**src/rtl/rom_client_cache.sv**
```systemverilog
// rom_client_cache: per-client ROM read port with a one-line cache in front of the SDRAM arbiter.
//
// Ports:
//   clk, reset   clock; asynchronous active-high reset
//   cs, oe       client select / output enable; a read is requested on cs & oe
//   rom_addr     client address in ROM_DATA_WIDTH units
//   rom_data     selected client lane (bypassed from ctrl_data in the fill cycle)
//   ctrl_addr    SDRAM 32-bit word address (held request address while busy)
//   ctrl_req     request to arbiter, held until ctrl_ack
//   ctrl_ack     arbiter accepted the request
//   ctrl_valid   read data valid for this client
//   ctrl_data    SDRAM read data
//   ctrl_hit     current rom_addr is served from the cache line
//
// Build option ROM_CLIENT_CACHE_EN: when defined the fetched line is kept and
// served as hits; when undefined every read fetches and rom_data is only
// valid in the ctrl_valid cycle.
module rom_client_cache #(
  parameter int          ROM_ADDR_WIDTH = 18,
  parameter int          ROM_DATA_WIDTH = 16,
  parameter logic [23:0] ROM_OFFSET     = 24'h000000
) (
  input  logic                      clk,
  input  logic                      reset,
  input  logic                      cs,
  input  logic                      oe,
  input  logic [ROM_ADDR_WIDTH-1:0] rom_addr,
  output logic [ROM_DATA_WIDTH-1:0] rom_data,
  output logic [22:0]               ctrl_addr,
  output logic                      ctrl_req,
  input  logic                      ctrl_ack,
  input  logic                      ctrl_valid,
  input  logic [31:0]               ctrl_data,
  output logic                      ctrl_hit
);
  localparam int RATIO = 32 / ROM_DATA_WIDTH;
  localparam int LSB = $clog2(RATIO);
  typedef enum logic [1:0] {S_IDLE, S_REQ, S_WAIT} state_t;
  state_t      r_state, w_next;
  logic [22:0] r_req_addr, w_word, w_line_tag;
  logic [31:0] w_line_data;
  logic [1:0]  w_lane;
  logic        w_line_valid, w_miss, w_fill, w_bypass;
  // Region offset is word aligned, so only its word part is added; overflow wraps.
  assign w_word = 23'(rom_addr >> LSB) + 23'(ROM_OFFSET[23:2]);
  assign w_lane = 2'(rom_addr % RATIO);
  assign ctrl_hit = cs && w_line_valid && (w_line_tag == w_word);
  assign w_miss = (r_state == S_IDLE) && cs && oe && !ctrl_hit;
  assign w_fill = (r_state == S_WAIT) && ctrl_valid;
  // Only forward the returning word if the client is still asking for it.
  assign w_bypass = w_fill && (w_word == r_req_addr);
  assign rom_data = ROM_DATA_WIDTH'((w_bypass ? ctrl_data : w_line_data) >> (w_lane * ROM_DATA_WIDTH));
  always_ff @(posedge clk or posedge reset)
    if (reset) r_state <= S_IDLE;
    else r_state <= w_next;
  always_comb begin
    w_next = r_state;
    ctrl_req = 1'b0;
    ctrl_addr = w_word;
    case (r_state)
      S_IDLE: w_next = w_miss ? S_REQ : S_IDLE;
      S_REQ: begin
        ctrl_req = 1'b1;
        ctrl_addr = r_req_addr;
        w_next = ctrl_ack ? S_WAIT : S_REQ;
      end
      S_WAIT: begin
        ctrl_addr = r_req_addr;
        w_next = ctrl_valid ? S_IDLE : S_WAIT;
      end
      default: w_next = S_IDLE;
    endcase
  end
  always_ff @(posedge clk or posedge reset)
    if (reset) r_req_addr <= '0;
    else if (w_miss) r_req_addr <= w_word;
`ifdef ROM_CLIENT_CACHE_EN
  logic        r_line_valid;
  logic [22:0] r_line_tag;
  logic [31:0] r_line_data;
  // The line is always filled with the requested word, even if the client moved on.
  always_ff @(posedge clk or posedge reset)
    if (reset) begin
      r_line_valid <= 1'b0;
      r_line_tag <= '0;
      r_line_data <= '0;
    end else if (w_fill) begin
      r_line_valid <= 1'b1;
      r_line_tag <= r_req_addr;
      r_line_data <= ctrl_data;
    end
  assign w_line_valid = r_line_valid;
  assign w_line_tag = r_line_tag;
  assign w_line_data = r_line_data;
`else
  assign w_line_valid = 1'b0;
  assign w_line_tag = '0;
  assign w_line_data = '0;
`endif
endmodule
```
**config.mk**
```make
export PLATFORM = sky130hd
export DESIGN_NAME = rom_client_cache
export DESIGN_NICKNAME = d
export VERILOG_FILES = /design/src/rtl/rom_client_cache.sv
export SDC_FILE = /design/constraint.sdc
export NUM_CORES = 1
export LEC_CHECK = 0
export ABC_AREA = 1
export BUFFER_PORTS_ARGS = -buffer_cell sky130_fd_sc_hd__buf_4
export CAP_MARGIN = 10
export CORE_MARGIN = 1
export CORE_UTILIZATION = 36
export DETAILED_ROUTE_END_ITERATION = 6
export PLACE_DENSITY = 0.69
export SLEW_MARGIN = 20
export SYNTH_ARGS = -nofsm -noshare
export SYNTH_HDL_FRONTEND = slang
export SYNTH_SLANG_ARGS = --single-unit
```
**constraint.sdc**
```tcl
create_clock -name clk -period 2.7 [get_ports clk]
set_clock_uncertainty 0.2 [all_clocks]
set_input_delay 0.54 -clock clk [delete_from_list [all_inputs] [get_ports clk]]
set_output_delay 0.54 -clock clk [all_outputs]
set_load 0.01 [all_outputs]
```
-- Word level (Yosys, flattened, before mapping)
Index checks and enable logic that the tools add are counted.
W data, S select, Z words.
- word-level logic and storage cells: 19
- output and inout bits: 41
- input bits: 56
- flip-flop bits (word level): 19
- reductions and logical operators: 6
- equality and inequality tests: 3
- multiplexer cells: 7
- shifts and indexed selects: 1
- operator list (operator ; number):
    $mux W32 ; 1
    $shr A32 B5 Y16 ; 1
    $eq A17 B17 Y1 ; 1
    $mux W17 ; 1
    $pmux W2 S3 ; 1
    $logic_and A1 B1 Y1 ; 4
    $mux W2 ; 2
    $eq A2 B1 Y1 const B ; 1
    $eq A2 B2 Y1 const B ; 1
    $logic_not A2 Y1 ; 1
    $mux W1 ; 2
    $reduce_or A2 Y1 ; 1

-- Longest topological paths before layout
Gate-level depths: netlist of the first run.
- word-level depth: 5
- gate-level depth with buffers: 9
- mapped depth without buffers: 8

-- Worst setup path after synthesis of the first run
No wires, ideal clock.
- kind: input to output
- start point: input port rom_addr[0]
- end point: output port rom_data[11]
- slack: 0.589 ns
- stages on the path: 4
- data required time: 1.960 ns
- data arrival time: 1.371 ns
- path buffers: 2
- path through: buf_2 -> buf_2 -> mux2i_1 -> nor2_4
- cells in the longest elaborated chain, start to end: 1
- RTL lines (item ; RTL line ; text):
    from (decl) ; 27 ; input logic [ROM_ADDR_WIDTH-1:0] rom_addr,
    $shr A32 B5 Y16 ; 52 ; assign rom_data = ROM_DATA_WIDTH'((w_bypass ? ctrl_data : w_line_data) >> (w_lane * ROM_DATA_WIDTH));
    to (decl) ; 28 ; output logic [ROM_DATA_WIDTH-1:0] rom_data,
Every way passes these cells.

-- Worst setup path in the final report of the first run
- start point: register r_state[0]
- end point: output port rom_data[9]
- cells in the longest elaborated chain, start to end: 5
- RTL lines (item ; RTL line ; text):
    from (decl) ; 39 ; state_t r_state, w_next;
    from (signal assigned) ; 55 ; else r_state <= w_next;
    $eq A2 B2 Y1 ; 49 ; assign w_fill = (r_state == S_WAIT) && ctrl_valid;
    $logic_and A1 B1 Y1 ; 49 ;
    $logic_and A1 B1 Y1 ; 51 ; assign w_bypass = w_fill && (w_word == r_req_addr);
    $mux W32 ; 52 ;
    $shr A32 B5 Y16 ; 52 ;
Every way passes these cells.

==> metrics.cfg, run 1 <==
[yosys]
ys.flop_type=dfrtp_1
synth_area_leaders=dfrtp_1 (30%), nand2_1 (19%), o21ai_0 (11%)
post_synth_num_cell_types=19
synth_edf_count=0
synth_top_cell_area_share=0.301
async_flop_share=1.00
synth-seq-area-share=0.301
synth-seq-cells=19
avgSynthCellArea_um2=6.60
netlist_instances=239
synth_common_cells=nand2_1 (79), o21ai_0 (35), inv_1 (34), dfrtp_1 (19)
ys_warn_count=0
synth.most_common_cell=nand2_1
synth_largest_area_cell=dfrtp_1
synth_area_mm2=0.00158

[timing]
fmax_ghz=0.397
tightest_slew_ns=0.752
period_share=0.933
fin_tns_setup_ns=0
setup_viol=0
hold_ws_ns=0.217
rsz0062_at_grt=no
layout_min_cycle_time_ns=2.52
slew_violations=0
final_hold_viol_count=0
slew-limit-headroom=0.498

[floorplanning]
ios=97
initial_core_util=0.383
core_region_area_mm2=0.00412
row_count=23
fp.dieH_um=68.2
chipWidth_um=68.2
dieArea_mm2=0.00465

[setup_path]
cp.arrival_ns=1.78
cp_data_required_time_ns=1.96
worstPathBufferInverterCount=3
path_cells=inv_1 -> ha_1 -> nand2_1 -> nor2_1 -> nand2_1 -> nor2_2 -> nand3_2 -> buf_6 -> nor2_2 -> buf_4
worst_path_max_delay_cell=dfrtp_1
crit_family=simple AND/OR/NAND/NOR gates
path_class=register to output pin
end_kind=output pin
critPathMaxFanout=16
max_stage_delay_ns=0.41
critPathLaunchType=register

[cts]
root_buffer=clkbuf_8
cts_buffer_depth=2
clk_pin_slew_ns=0.07
cts_htree_levels=1
cts_sinks=19
worstSkewPairLatency_ns=0.25
numCtsBuffers=3
cts_tree=done

[detailed_routing]
ant_nets=0
wl_per_cell_um=10.6
drt_pass1_iterations=4
viasPerCell=4.55
routed_wl_mm=3.97
drc=0
vias=1707
drt_iter0_markers=46

[place]
port_buffers=89
place_area_mm2=0.00227
place.gp.congestion=0.740
dp_hpwl_mm=3.17

[grt]
grt_pass1_vias=1451
antenna_found_initial=0
grt_max_degree=36
grt_pass1_wl_mm=5.99
grt_use_total=0.171
grt.overflow.total=0

[final_layout]
final_util=0.565
diodes=0
final_nets=386
drive_above_1_share=0.335
design_area_mm2=0.00232
fillers=427
multi_input_area_um2=906
layout.area.seq_um2=475
syn2layout_area_growth_pct=47.3

[worst_hold_path]
hold_class=input pin to async pin

[flow_run]
drv_cap=0

[power_and_ir_drop]
power.switching_uw=664
power_frac_clock=0.121
switching_share=0.413
irDropWorstVdd_mv=0.358
powerDensity_mw_per_mm2=692
seqPwrFrac=0.324
pwr-share-comb=0.554
power.internal_uw=943
power_leakage_nw=1.31

[status]
outcome=finished clean

## area by class of cell
| cell class | instances | share of cell area |
|---|---|---|
| clock buffer | 4 | 0.0194 |
| inverter | 34 | 0.0549 |
| multi-input combinational | 176 | 0.390 |
| sequential | 19 | 0.205 |
| tap | 50 | 0.0269 |
| timing repair buffer | 92 | 0.304 |
## registers in the layout, indices dropped and copies added (netlist names)
register,cells
r_req_addr,17
r_state,2
## kinds of logic (layout without fill, tap and decap cells)
group | Yosys count | in the layout | share of synthesized area
XOR/XNOR | 3 | 3 | 0.0167
buffers and inverters | 50 | 130 | 0.142
flip-flops | 19 | 19 | 0.301
AO/OA/AOI/OAI | 38 | 38 | 0.122
other | 1 | 7 | 0.00238
adder cells (fa/ha/maj) | 4 | 4 | 0.0317
multiplexers | 16 | 16 | 0.102
AND/OR/NAND/NOR | 108 | 108 | 0.282
## worst reg2reg max path: cells and delay by family (launching register included)
kind	cells	cell delay [ns]
buf+inv	2	0.37
simple gates	1	0.07
compound gates	1	0.15
fa+ha+maj	1	0.20
flops	1	0.39
## routing by layer
metal	routed length, µm	global-route usage	vias to the layer above
li1	-	-	891
met3	442	0.0383	5
met1	1610	0.191	740
met2	1870	0.316	71
met5	0	0	-
met4	40	0.0547	0
## cells in the final DEF, fill, tap and decap left out
cell      netlist  final
dfrtp_1        19     19
inv_1          34     34
clkbuf_8        0      3
buf_12          0      1
ha_1            4      4
mux2i_1        16     16
nand3_1         1      1
o21ai_0        35     35
a21oi_1         2      2
nand2_1        79     79
buf_4           7     90
nor2_4          1      1
nor2_1         16     14
conb_1          1      7
xnor2_1         3      3
clkbuf_1        6      1
buf_6           1      1
nor2_2         10     12
nand3_2         1      1
o211ai_1        1      1
## worst paths after layout
check                      cells past startpoint              to  slack [ns]            from
setup / recovery                              10     rom_data[9]        0.18      r_state[0]
hold / removal                                 2  r_req_addr[15]        0.22           reset
setup reg to reg                               5   r_req_addr[0]        1.18      r_state[0]
hold reg to reg                                2  r_req_addr[14]        0.33  r_req_addr[14]
max in group asynchronous                      2  r_req_addr[13]        1.61           reset
min in group clk                               2  r_req_addr[14]        0.33  r_req_addr[14]
## power groups by stage
| stage | Clock [mW] | Sequential [mW] | Combinational, mW |
|---|---|---|---|
| after floorplan | 0 | 0.499 | 0.529 |
| after global placement | 0 | 0.518 | 0.893 |
| after detailed placement | 0 | 0.523 | 0.904 |
| after CTS | 0.204 | 0.520 | 0.907 |
| after global routing | 0.219 | 0.544 | 1.01 |
| final | 0.195 | 0.521 | 0.891 |
## metrics by stage
step                      power [mW]  instances  setup WS, ns
after floorplan                 1.03        245         0.589
final                           1.61        375         0.180
after global routing            1.78        375        0.0280
after detailed placement        1.43        371         0.204
after global placement          1.41        371         0.205
after CTS                       1.63        375       0.00659
## timing repair
item	CTS	global route
setup endpoints to repair	0	6
resized for setup	0	3
setup buffers	0	0
hold buffers	0	0
endpoints found under the hold margin	0	0
No activity file was read; power rests on OpenSTA's default activity.
==> run 2: changes to the inputs <==
CORE_UTILIZATION = 47   (was 36)
PLACE_DENSITY = 0.87   (was 0.69)
SKIP_LAST_GASP = 1   (was default)
==> run 2 against run 1 <==
Register-to-register slack about the same. Critical endpoint is now rom_data[15]. Maximum frequency decreased by 1.5%. Die area down 23%.
==> metrics.cfg, run 2 (synthesis results as in run 1) <==
[status]
outcome=finished clean

[timing]
tightest_slew_ns=0.700
fin_tns_setup_ns=0
slew-limit-headroom=0.533
final_hold_viol_count=0
layout_min_cycle_time_ns=2.56
period_share=0.948
slew_violations=0
hold_ws_ns=0.138
fmax_ghz=0.391
setup_viol=0

[detailed_routing]
wl_per_cell_um=11.2
drc=0
drt_pass1_iterations=4
drt_iter0_markers=53
viasPerCell=4.75
vias=1759
routed_wl_mm=4.15
ant_nets=0

[setup_path]
worst_path_max_delay_cell=dfrtp_1
max_stage_delay_ns=0.41
cpMostUsedCell=nor2_2
cp_data_required_time_ns=1.96
critPathLaunchType=register
cp.arrival_ns=1.82
regToRegSetupSlack_ns=1.18
critPathMaxFanout=16
path_class=register to output pin
end_kind=output pin
path_cells=inv_1 -> ha_1 -> nand2_1 -> nor2_2 -> nand2_1 -> nor2_2 -> nand3_2 -> buf_8 -> nor2_2 -> buf_4

[final_layout]
largest-register=r_req_addr
syn2layout_area_growth_pct=46.8
diodes=0
final_nets=387
largest_reg_flops=17
final_common_cell=buf_4
drive_above_1_share=0.347
fillers=261
most-common-layout-cells=buf_4 (91), nand2_1 (79), o21ai_0 (35)
final_cell_count_no_fill=370
top_regs=r_req_addr: 17 flops, r_state: 2 flops

[power_and_ir_drop]
powerDensity_mw_per_mm2=681
power_mw=1.58
irDropWorstVdd_mv=0.451
power_leakage_nw=1.31

[grt]
grt_max_degree=36
met1_usage=0.267
grt_pass1_vias=1575
antenna_found_initial=0
grt.overflow.total=0
busiest_layer=met2
met2_usage=0.432
grt_pass1_wl_mm=6.44
grt_use_total=0.240
grt_use_met3=0.0455

[floorplanning]
chipWidth_um=59.9
initial_core_util=0.504
row_count=20
dieArea_mm2=0.00359
fp.dieH_um=59.9
core_region_area_mm2=0.00313
ios=97

[cts]
root_buffer=clkbuf_4
worstSkewPairLatency_ns=0.30
numCtsBuffers=3
cts_sinks=19
cts_buffer_depth=2
cts_tree=done
cts_htree_levels=1
hold_buffers=0
clk_pin_slew_ns=0.10

[place]
dp_hpwl_mm=3.36
dp_cells=365
place.gp.congestion=0.809
port_buffers=89

[flow_run]
drv_cap=0

[worst_hold_path]
hold_class=input pin to async pin

-- run 2: changes by cell type in the layout (fill, tap and decap cells not counted), sizes merged --
cell,previous run,this run
buf,92,93
-- run 2: worst paths after layout --
| kind | startpoint | depth (start not counted) | to |
|---|---|---|---|
| max in group asynchronous | reset | 2 | r_req_addr[12] |
| hold / removal | reset | 2 | r_req_addr[10] |
| setup / recovery | r_state[0] | 10 | rom_data[15] |
| setup reg to reg | r_state[1] | 6 | r_req_addr[15] |
| hold reg to reg | r_req_addr[14] | 2 | r_req_addr[14] |
| min in group clk | ctrl_ack | 4 | r_state[0] |
-- run 2: what timing repair did --
item	4_1_cts	5_1_grt
resized for setup	0	7
setup endpoints to repair	0	16
setup buffers	0	1
-- run 2: report_power, final --
group,switching (mW),internal (mW),total [mW]
Sequential,0.121,0.404,0.525
Combinational,0.466,0.439,0.906
Clock,0.0884,0.0577,0.146
Total,0.676,0.901,1.58
-- run 2: cell type report --
cell class,instances,area [µm²],area share
Multi-Input combinational cell,176,913,0.394
Timing Repair Buffer,93,718,0.310
Sequential cell,19,475,0.205
Inverter,34,128,0.0551
Tap cell,44,55.1,0.0238
Clock buffer,4,26.3,0.0113
-- run 2: routing by layer --
| metal | wire [µm] | vias to the layer above |
|---|---|---|
| met5 | 0 | - |
| met4 | 138 | 0 |
| met3 | 361 | 15 |
| met2 | 2070 | 75 |
| met1 | 1580 | 775 |
| li1 | - | 894 |
-- run 2: critical path, delay by kind of cell, from the launching register on --
| family | cells | cell delay, ns |
|---|---|---|
| buffers and inverters | 3 | 0.38 |
| adder cells (fa/ha/maj) | 1 | 0.16 |
| flip-flops | 1 | 0.41 |
| AND/OR/NAND/NOR | 6 | 0.55 |
-- run 2: per-stage QoR --
| step | area, µm² | setup slack (ns) | util |
|---|---|---|---|
| floorplan | 1600 | 0.589 | - |
| global placement | 2260 | 0.336 | 0.723 |
| finish | 2320 | 0.141 | 0.740 |
| detailed placement | 2260 | 0.304 | 0.723 |
| global route | 2320 | -0.0200 | 0.740 |
| CTS | 2290 | 0.0395 | 0.732 |
==> run 3: changes to the inputs <==
CORE_UTILIZATION = 39   (was 47)
CTS_BUF_LIST = sky130_fd_sc_hd__clkbuf_16   (was default)
PLACE_DENSITY = 0.77   (was 0.87)
clock period = 2.1 ns   (was 2.7 ns; I/O delays follow)
==> run 3 against run 2 <==
The run now ends with negative hold slack, negative setup slack left. Cell count grew 4.1%. Combinational power rose by 63%. Global-route usage shrank 1.9 points. Total power increased by 62%. Hold slack worse by 0.14 ns. Setup slack got worse by 0.39 ns. Sequential power increased by 29%. Via count increased by 2.4%. First-iteration DRC count increased by 3.8%. Utilization decreased by 4.1 points. Sequential share of layout area down 2.5 points. Critical path type unchanged.
==> metrics.cfg, run 3 (synthesis results as in run 1) <==
[place]
pre_cts_ws_ns=-0.0209
place.gp.congestion=0.753
dp_hpwl_mm=3.26
place_area_mm2=0.00230
port_buffers=89
dp_cells=373

[timing]
setup_slack_ns=-0.252
final_hold_viol_count=2
layout_min_cycle_time_ns=2.35
fmax_ghz=0.425
setup_viol=33
slew_violations=0
rsz0062_at_grt=yes
hold_ws_ns=-0.000339
period_share=1.12
fin_tns_setup_ns=-5.01

[power_and_ir_drop]
powerDensity_mw_per_mm2=970
power_leakage_nw=1.43
irDropWorstVdd_mv=0.773

[final_layout]
syn2layout_area_growth_pct=67.1
largest_reg_flops=17
most-common-layout-cells=buf_4 (84), nand2_1 (77), inv_1 (32)
fillers=317
design_area_mm2=0.00264
drive_above_1_share=0.412
final_nets=398
final_util=0.699
final_common_cell=buf_4
top_regs=r_req_addr: 17 flops, r_state: 2 flops
diodes=0
final_cell_count_no_fill=385
largest-register=r_req_addr

[cts]
cts_sinks=19
cts_tree=done
cts_buffer_depth=2
numCtsBuffers=3
root_buffer=clkbuf_16
cts_htree_levels=1
worstSkewPairLatency_ns=0.25
clk_pin_slew_ns=0.05
hold_buffers=0

[flow_run]
drv_cap=0

[grt]
grt_pass1_vias=1689
grt_use_total=0.221
grt.overflow.total=0
grt_max_degree=36
grt_pass1_wl_mm=7.23
antenna_found_initial=0

[floorplanning]
initial_core_util=0.418
dieArea_mm2=0.00430
ios=97
fp.dieH_um=65.6
core_region_area_mm2=0.00377
row_count=22
chipWidth_um=65.6

[detailed_routing]
drt_iter0_markers=55
viasPerCell=4.68
drc=0
ant_nets=0
drt_pass1_iterations=5
wl_per_cell_um=12.5
vias=1802
routed_wl_mm=4.80

[setup_path]
cp_data_required_time_ns=1.48
path_class=register to output pin
r2r_cells=7
critPathLaunchType=register
cp.arrival_ns=1.73
end_kind=output pin
critPathMaxFanout=8
regToRegSetupSlack_ns=0.52

[status]
violations=negative hold slack, negative setup slack
outcome=finished with violations

[worst_hold_path]
hold_class=input pin to async pin

==> run 3: cell types whose count changed in the layout (fill, tap and decap cells not counted), sizes merged <==
cell,previous run,this run
clkinv,0,1
buf,93,103
==> run 3: timing repair <==
action / in CTS / in global routing
hold endpoints to repair: 0 / 0
gates cloned: 5 / 0
setup buffers: 2 / 2
gates resized for setup: 59 / 11
setup endpoints to repair: 33 / 33
pin swaps: 8 / 4
==> run 3: stage by stage <==
step	total power, mW	hold slack, ns
6_report	2.56	-0.000339
5_1_grt	2.74	0.0224
4_1_cts	2.51	0.00549
3_5_place_dp	1.84	0.273
3_3_place_gp	1.81	0.267
2_1_floorplan	1.32	0.171
==> run 3: report_power, final <==
group,total (mW),switching (mW),internal (mW),leakage (nW)
Sequential,0.677,0.156,0.522,0.237
Combinational,1.48,0.732,0.750,1.15
Clock,0.399,0.144,0.256,0.0409
==> run 3: cell type report <==
class                      count  area, µm²  area share
timing repair buffer         104        878       0.333
multi-input combinational    176       1010       0.385
clock inverter                 1       5.00     0.00190
tap                           48       60.1      0.0228
clock buffer                   3       75.1      0.0285
inverter                      34        128      0.0484
sequential                    19        475       0.180
==> run 3: routing by layer <==
layer  part of all wire  vias up  wire length (µm)  track usage
met5                  0        -                 0            0
met4             0.0090        0                43       0.0516
met3              0.074        6               357       0.0486
met2               0.52       73              2520        0.430
met1               0.39      804              1880        0.236
li1                   -      919                 -            -
==> run 3: worst paths after layout <==
check / startpoint / endpoint
worst max-delay path: r_state[0] / rom_data[1]
worst min-delay path: reset / r_req_addr[10]
worst max register to register: r_state[1] / r_req_addr[13]
worst min register to register: r_req_addr[14] / r_req_addr[14]
max in group asynchronous: reset / r_state[1]
min in group clk: ctrl_ack / r_state[0]
==> run 3: critical path, cell delays in order (launching register included) <==
cell	delay, ns
dfrtp_1	0.39
inv_2	0.08
ha_4	0.13
nand2_2	0.04
nor2_2	0.09
nand2_1	0.08
nor2_2	0.10
nand3_2	0.14
clkbuf_16	0.21
nor2_4	0.11
buf_6	0.11
